===== config.mk =====
export PLATFORM = sky130hd
export DESIGN_NAME = load_store_unit
export DESIGN_NICKNAME = d
export VERILOG_FILES = /design/src/rtl/load_store_unit.sv
export SDC_FILE = /design/constraint.sdc
export NUM_CORES = 1
export LEC_CHECK = 0
export BUFFER_PORTS_ARGS = -buffer_cell sky130_fd_sc_hd__buf_2
export CORE_AREA = 5 5 138 140
export DETAILED_ROUTE_END_ITERATION = 8
export DIE_AREA = 0 0 143 145
export HOLD_SLACK_MARGIN = 0.06
export MAX_ROUTING_LAYER = met4
export PLACE_DENSITY = 0.65
export REMOVE_ABC_BUFFERS = 1
export SLEW_MARGIN = 20
export SYNTH_ARGS = -nofsm -noshare
export SYNTH_HDL_FRONTEND = slang
export SYNTH_SLANG_ARGS = --single-unit

===== constraint.sdc =====
create_clock -name clock -period 4.52 [get_ports clock]
set_input_delay 0.226 -clock clock [delete_from_list [all_inputs] [get_ports clock]]
set_output_delay 0.226 -clock clock [all_outputs]
set_load 0.05 [all_outputs]

===== src/rtl/load_store_unit.sv =====
// load_store_unit
//   Moves execute-stage load/store requests to a word-wide data memory and
//   returns one response per request to writeback.
//
//   Ports
//     clock, reset            rising-edge clock, asynchronous active-high reset
//     req_*                   request from execute (valid/ready)
//     mem_*                   word-wide data memory; read data is combinational,
//                             a write commits on the rising edge while mem_memWrite
//     rsp_*                   response to writeback (valid/ready)
//     access_count            completed non-faulting accesses, saturating
//     fsm_state               current FSM state (IDLE=0, READ=1, WRITE=2, RESP=3)
//
//   Handshakes: a transfer happens on a rising edge where valid && ready.
//   req_ready is high only in IDLE. rsp_valid is high only in RESP, and every
//   rsp_* field holds steady until the edge where rsp_ready is seen; that edge
//   returns the unit to IDLE, so no request is taken on the same edge.
//
//   Byte and half stores are read-modify-write: READ fetches the word, the
//   addressed lanes are merged in, and WRITE stores the merged word.
module load_store_unit #(
   parameter int unsigned MEM_BYTES = 128
) (
   input  logic        clock,
   input  logic        reset,
   input  logic        req_valid,
   output logic        req_ready,
   input  logic        req_write,
   input  logic [1:0]  req_size,
   input  logic        req_signed,
   input  logic [31:0] req_addr,
   input  logic [31:0] req_wdata,
   input  logic [4:0]  req_rd,
   output logic [31:0] mem_address,
   output logic [31:0] mem_writeData,
   output logic        mem_memWrite,
   output logic        mem_memRead,
   input  logic [31:0] mem_readData,
   output logic        rsp_valid,
   input  logic        rsp_ready,
   output logic [31:0] rsp_data,
   output logic [4:0]  rsp_rd,
   output logic        rsp_write_reg,
   output logic        rsp_fault,
   output logic [15:0] access_count,
   output logic [1:0]  fsm_state
);

   typedef enum logic [1:0] {
      IDLE  = 2'd0,
      READ  = 2'd1,
      WRITE = 2'd2,
      RESP  = 2'd3
   } state_t;

   state_t state, state_nxt;

   logic        wr_q;
   logic [1:0]  size_q;
   logic        sgn_q;
   logic [31:0] addr_q;
   logic [31:0] wword_q;   // store data; becomes the merged word after READ
   logic [4:0]  rd_q;
   logic        fault_q;
   logic [31:0] data_q;
   logic [15:0] count_q;

   logic        accept;
   logic        req_fault;
   logic [4:0]  shift;
   logic [31:0] rd_shifted;
   logic [31:0] load_val;
   logic [31:0] lane_mask;
   logic [31:0] lane_ins;
   logic [31:0] merged;

   assign accept = req_valid && (state == IDLE);

   // Misaligned, illegal-size and out-of-range requests never touch memory.
   always_comb begin
      req_fault = 1'b0;
      case (req_size)
         2'b01:   if (req_addr[0])          req_fault = 1'b1;
         2'b10:   if (req_addr[1:0] != 2'b00) req_fault = 1'b1;
         2'b11:   req_fault = 1'b1;
         default: req_fault = 1'b0;
      endcase
      if (req_addr >= 32'(MEM_BYTES)) req_fault = 1'b1;
   end

   always_comb begin
      state_nxt = state;
      case (state)
         IDLE: begin
            if (accept) begin
               if (req_fault)                          state_nxt = RESP;
               else if (req_write && req_size == 2'b10) state_nxt = WRITE;
               else                                    state_nxt = READ;
            end
         end
         READ:    state_nxt = wr_q ? WRITE : RESP;
         WRITE:   state_nxt = RESP;
         RESP:    if (rsp_ready) state_nxt = IDLE;
         default: state_nxt = IDLE;
      endcase
   end

   // Little-endian lane select for loads and lane merge for sub-word stores.
   always_comb begin
      shift      = {addr_q[1:0], 3'b000};
      rd_shifted = mem_readData >> shift;
      case (size_q)
         2'b00:   load_val = sgn_q ? {{24{rd_shifted[7]}}, rd_shifted[7:0]}
                                   : {24'd0, rd_shifted[7:0]};
         2'b01:   load_val = sgn_q ? {{16{rd_shifted[15]}}, rd_shifted[15:0]}
                                   : {16'd0, rd_shifted[15:0]};
         default: load_val = mem_readData;
      endcase
      if (size_q == 2'b00) begin
         lane_mask = 32'h0000_00FF << shift;
         lane_ins  = {24'd0, wword_q[7:0]} << shift;
      end else begin
         lane_mask = 32'h0000_FFFF << shift;
         lane_ins  = {16'd0, wword_q[15:0]} << shift;
      end
      merged = (mem_readData & ~lane_mask) | lane_ins;
   end

   always_ff @(posedge clock or posedge reset) begin
      if (reset) begin
         state   <= IDLE;
         wr_q    <= 1'b0;
         size_q  <= 2'b00;
         sgn_q   <= 1'b0;
         addr_q  <= 32'd0;
         wword_q <= 32'd0;
         rd_q    <= 5'd0;
         fault_q <= 1'b0;
         data_q  <= 32'd0;
         count_q <= 16'd0;
      end else begin
         state <= state_nxt;
         if (accept) begin
            wr_q    <= req_write;
            size_q  <= req_size;
            sgn_q   <= req_signed;
            addr_q  <= req_addr;
            wword_q <= req_wdata;
            rd_q    <= req_rd;
            fault_q <= req_fault;
            data_q  <= 32'd0;
         end
         if (state == READ) begin
            if (wr_q) wword_q <= merged;
            else      data_q  <= load_val;
         end
         if (state == RESP && rsp_ready && !fault_q && count_q != 16'hFFFF)
            count_q <= count_q + 16'd1;
      end
   end

   assign req_ready     = (state == IDLE);
   assign mem_memRead   = (state == READ);
   assign mem_memWrite  = (state == WRITE);
   assign mem_address   = (state == READ || state == WRITE) ? {addr_q[31:2], 2'b00} : 32'd0;
   assign mem_writeData = (state == WRITE) ? wword_q : 32'd0;
   assign rsp_valid     = (state == RESP);
   assign rsp_data      = (state == RESP) ? data_q : 32'd0;
   assign rsp_rd        = (state == RESP) ? rd_q : 5'd0;
   assign rsp_fault     = (state == RESP) && fault_q;
   assign rsp_write_reg = (state == RESP) && !fault_q && !wr_q && (rd_q != 5'd0);
   assign access_count  = count_q;
   assign fsm_state     = state;

endmodule

==> flow_summary.ini <==
[clocking]
htree_num_levels = 4
clk_pin_slew_ps = 60
cts_made_buffers = 17
post-cts-setup-buffer-count = 0
clk_latency_ps = 410
cts_root_buf = clkbuf_16
clkSinkCount = 124
tritoncts = yes
clk_path_buf_depth = 2

[setup_path]
start_kind = register
crit_family = flip-flops
crit_buf_inv = 0
rr_endpoint = wword_q[19]
reg2reg_from = addr_q[1]
path_class = reg2reg
r2r_slack_ps = 1930
crit_path_max_fanout = 32
cpMaxStageDelayCell = dfrtp_1
worstPathRequired_ps = 4790
path_cells = nor2b_2, a21oi_4, a211oi_1, a31oi_1
rr_worst_depth = 4
cp.arrival_ps = 2860
cpPeakStageDelay_ps = 1050
end_kind = register

[yosys]
synth_area_sq_mm = 0.00694
syn_area_per_cell_sq_um = 8.96
syn_inst = 774
ys_ff_latch = 124
async_reset_ff_share_pct = 100
synth_edf_count = 0
synth_flop_cell = dfrtp_1
yosysSeqAreaShare_pct = 44.7
ys_types = 57
synth_warnings = 0

[timing]
fin_ws_ps = 1930
setup_viol = 0
tightest_slew_ps = 1070
max_freq_mhz = 386
fin_setup_tns_ps = 0
finalCritPeriodShare_pct = 57.3
min_period_ps = 2590
slew_headroom_pct = 28.4
skew_ps = 7.11
slew_viol_final = 0
whs_ps = 75.4
hold_viol = 0
rsz0062_at_grt = false

[detailed_routing]
drc = 0
drtAntennaViolNets = 0
vias = 6792
first_pass_iters = 6
viasPerCell = 5.35
wl_per_cell_microns = 18.3
drtIter0Drc = 635
wl_microns = 23200

[layout]
fillCellCount = 1659
layout_commonest_cell = buf_2
mostFrequentLayoutCells = buf_2 (231), nand2_1 (176), dfrtp_1 (124)
post-route-util_pct = 52.1
syn_to_final_growth_pct = 33.0
final_nets = 1139
layout-drive-gt1-share_pct = 28.9

[global_route]
grt_max_degree = 48
grt_pass1_wl_microns = 36500
antenna_found_initial = 3
grt_pass1_vias = 6630
grt_use_total_pct = 22.9
overflow = 0

[die]
core_area_sq_mm = 0.0177
die_w_microns = 143
io-pin-count = 234
initial_core_util_pct = 39.1
rows = 49
die_area_sq_mm = 0.0207
die_h_microns = 145

[worst_hold_path]
worstHoldPathCells = 3
min_to = wword_q[19]
min_path_type = in2reg
min_from = req_wdata[19]

[power_and_ir_drop]
clkPwrFrac_pct = 18.0
power.internal_mw = 3.68
switchingPower_mw = 3.79
total_power_mw = 7.46
p_leak_nw = 4.63
p_per_area_mw_per_mm2 = 809
power_frac_comb_pct = 54.6
p_sw_share_pct = 50.8
power_frac_seq_pct = 27.4
ir_drop_mv = 0.362

[place]
dp_hpwl_microns = 16700
gp_congestion = 0.866
port_buffers = 231
pre_cts_slack_ps = 2000

[status]
outcome = finished clean

[flow_run]
cap_violations = 0
-- synthesized netlist by cell type (3+ instances only) --
master / n / area share (%)
mux2_2: 12 / 1.9
nor3_1: 7 / 0.50
a21oi_1: 26 / 1.9
a21boi_0: 7 / 0.76
nand4_1: 7 / 0.63
o21ba_2: 5 / 0.72
o22ai_1: 5 / 0.45
mux2i_1: 17 / 2.5
nor2_1: 32 / 1.7
a221o_1: 20 / 2.9
a211oi_1: 16 / 1.7
nor4_1: 10 / 0.90
a32o_1: 8 / 1.2
a31oi_1: 21 / 1.9
and3_1: 6 / 0.54
dfrtp_1: 124 / 45
xor2_1: 6 / 0.76
buf_1: 3 / 0.16
buf_2: 17 / 1.2
a222oi_1: 6 / 0.87
nand2b_1: 4 / 0.36
nand2_1: 177 / 9.6
xnor2_1: 6 / 0.76
o21ai_0: 24 / 1.7
nand3_1: 8 / 0.58
buf_4: 5 / 0.54
o311ai_0: 7 / 0.88
clkbuf_1: 26 / 1.4
inv_1: 11 / 0.60
and2_1: 105 / 9.5
ha_1: 5 / 0.90
nor2b_1: 8 / 0.72
-- timing repair --
item | in CTS | in global routing
hold buffers | 43 | 0
gates resized for setup | 0 | 0
hold endpoints to repair | 87 | 0
-- registers in the layout (all words and copies together) (netlist names) --
register	flops
fsm_state	2
addr_q	32
wword_q	32
fault_q	1
wr_q	1
data_q	32
size_q	2
access_count	16
rd_q	5
sgn_q	1
-- routing by layer --
| metal | wire length (microns) | up-vias | track usage [%] |
|---|---|---|---|
| li1 | - | 3198 | - |
| met1 | 10000 | 3241 | 30.7 |
| met2 | 10900 | 295 | 34.1 |
| met3 | 1460 | 58 | 4.01 |
| met4 | 825 | 0 | 9.74 |
| met5 | 0 | - | - |
-- logic make-up (layout without fill, tap and decap cells) --
family | after synthesis | count (layout) | share of synthesized area [%]
simple gates | 377 | 377 | 26.9
compound gates | 160 | 160 | 17.0
flops | 124 | 124 | 44.7
buf+inv | 65 | 327 | 4.31
mux | 30 | 30 | 4.62
xor+xnor | 12 | 12 | 1.52
fa+ha+maj | 5 | 5 | 0.902
other cells | 1 | 5 | 0.0541
-- area by class of cell --
cell class                 count  area (sq um)  share of cell area [%]
multi-input combinational    586          3540                    38.4
timing repair buffer         284          1660                    18.0
clock buffer                  24           492                    5.33
antenna                        3          7.51                  0.0814
sequential                   124          3100                    33.6
inverter                      12          47.5                   0.515
clock inverter                 7          87.6                   0.949
tap                          229           287                    3.11
-- metrics by stage --
stage	std cells	instance area, sq um
after global routing	1269	9230
after global placement	1192	8210
after CTS	1266	9220
after floorplan	722	6690
after detailed placement	1192	8210
final	1269	9230
-- power groups by stage --
stage / Sequential [mW] / Combinational (mW) / Clock (mW)
floorplan: 2.00 / 3.01 / 0
global placement: 2.05 / 4.01 / 0
detailed placement: 2.05 / 4.05 / 0
CTS: 2.04 / 4.09 / 1.36
global route: 2.12 / 4.37 / 1.42
finish: 2.05 / 4.08 / 1.34
-- worst register-to-register path, delay by kind of cell (launching register included) --
family	cells	cell delay (ps)
simple gates	1	770
compound gates	3	620
flops	1	1050
-- worst max path at each step --
stage | startpoint | to | cells past startpoint | slack, ps
2_1_floorplan | fsm_state[0] | data_q[16] | 5 | 490
3_3_place_gp | addr_q[0] | data_q[13] | 4 | 2070
3_5_place_dp | addr_q[1] | wword_q[19] | 4 | 2000
4_1_cts | fsm_state[0] | mem_writeData[5] | 4 | 1890
5_1_grt | fsm_state[0] | mem_writeData[5] | 4 | 1790
6_report | addr_q[1] | wword_q[19] | 4 | 1930
(Power assumes the default switching activity.)
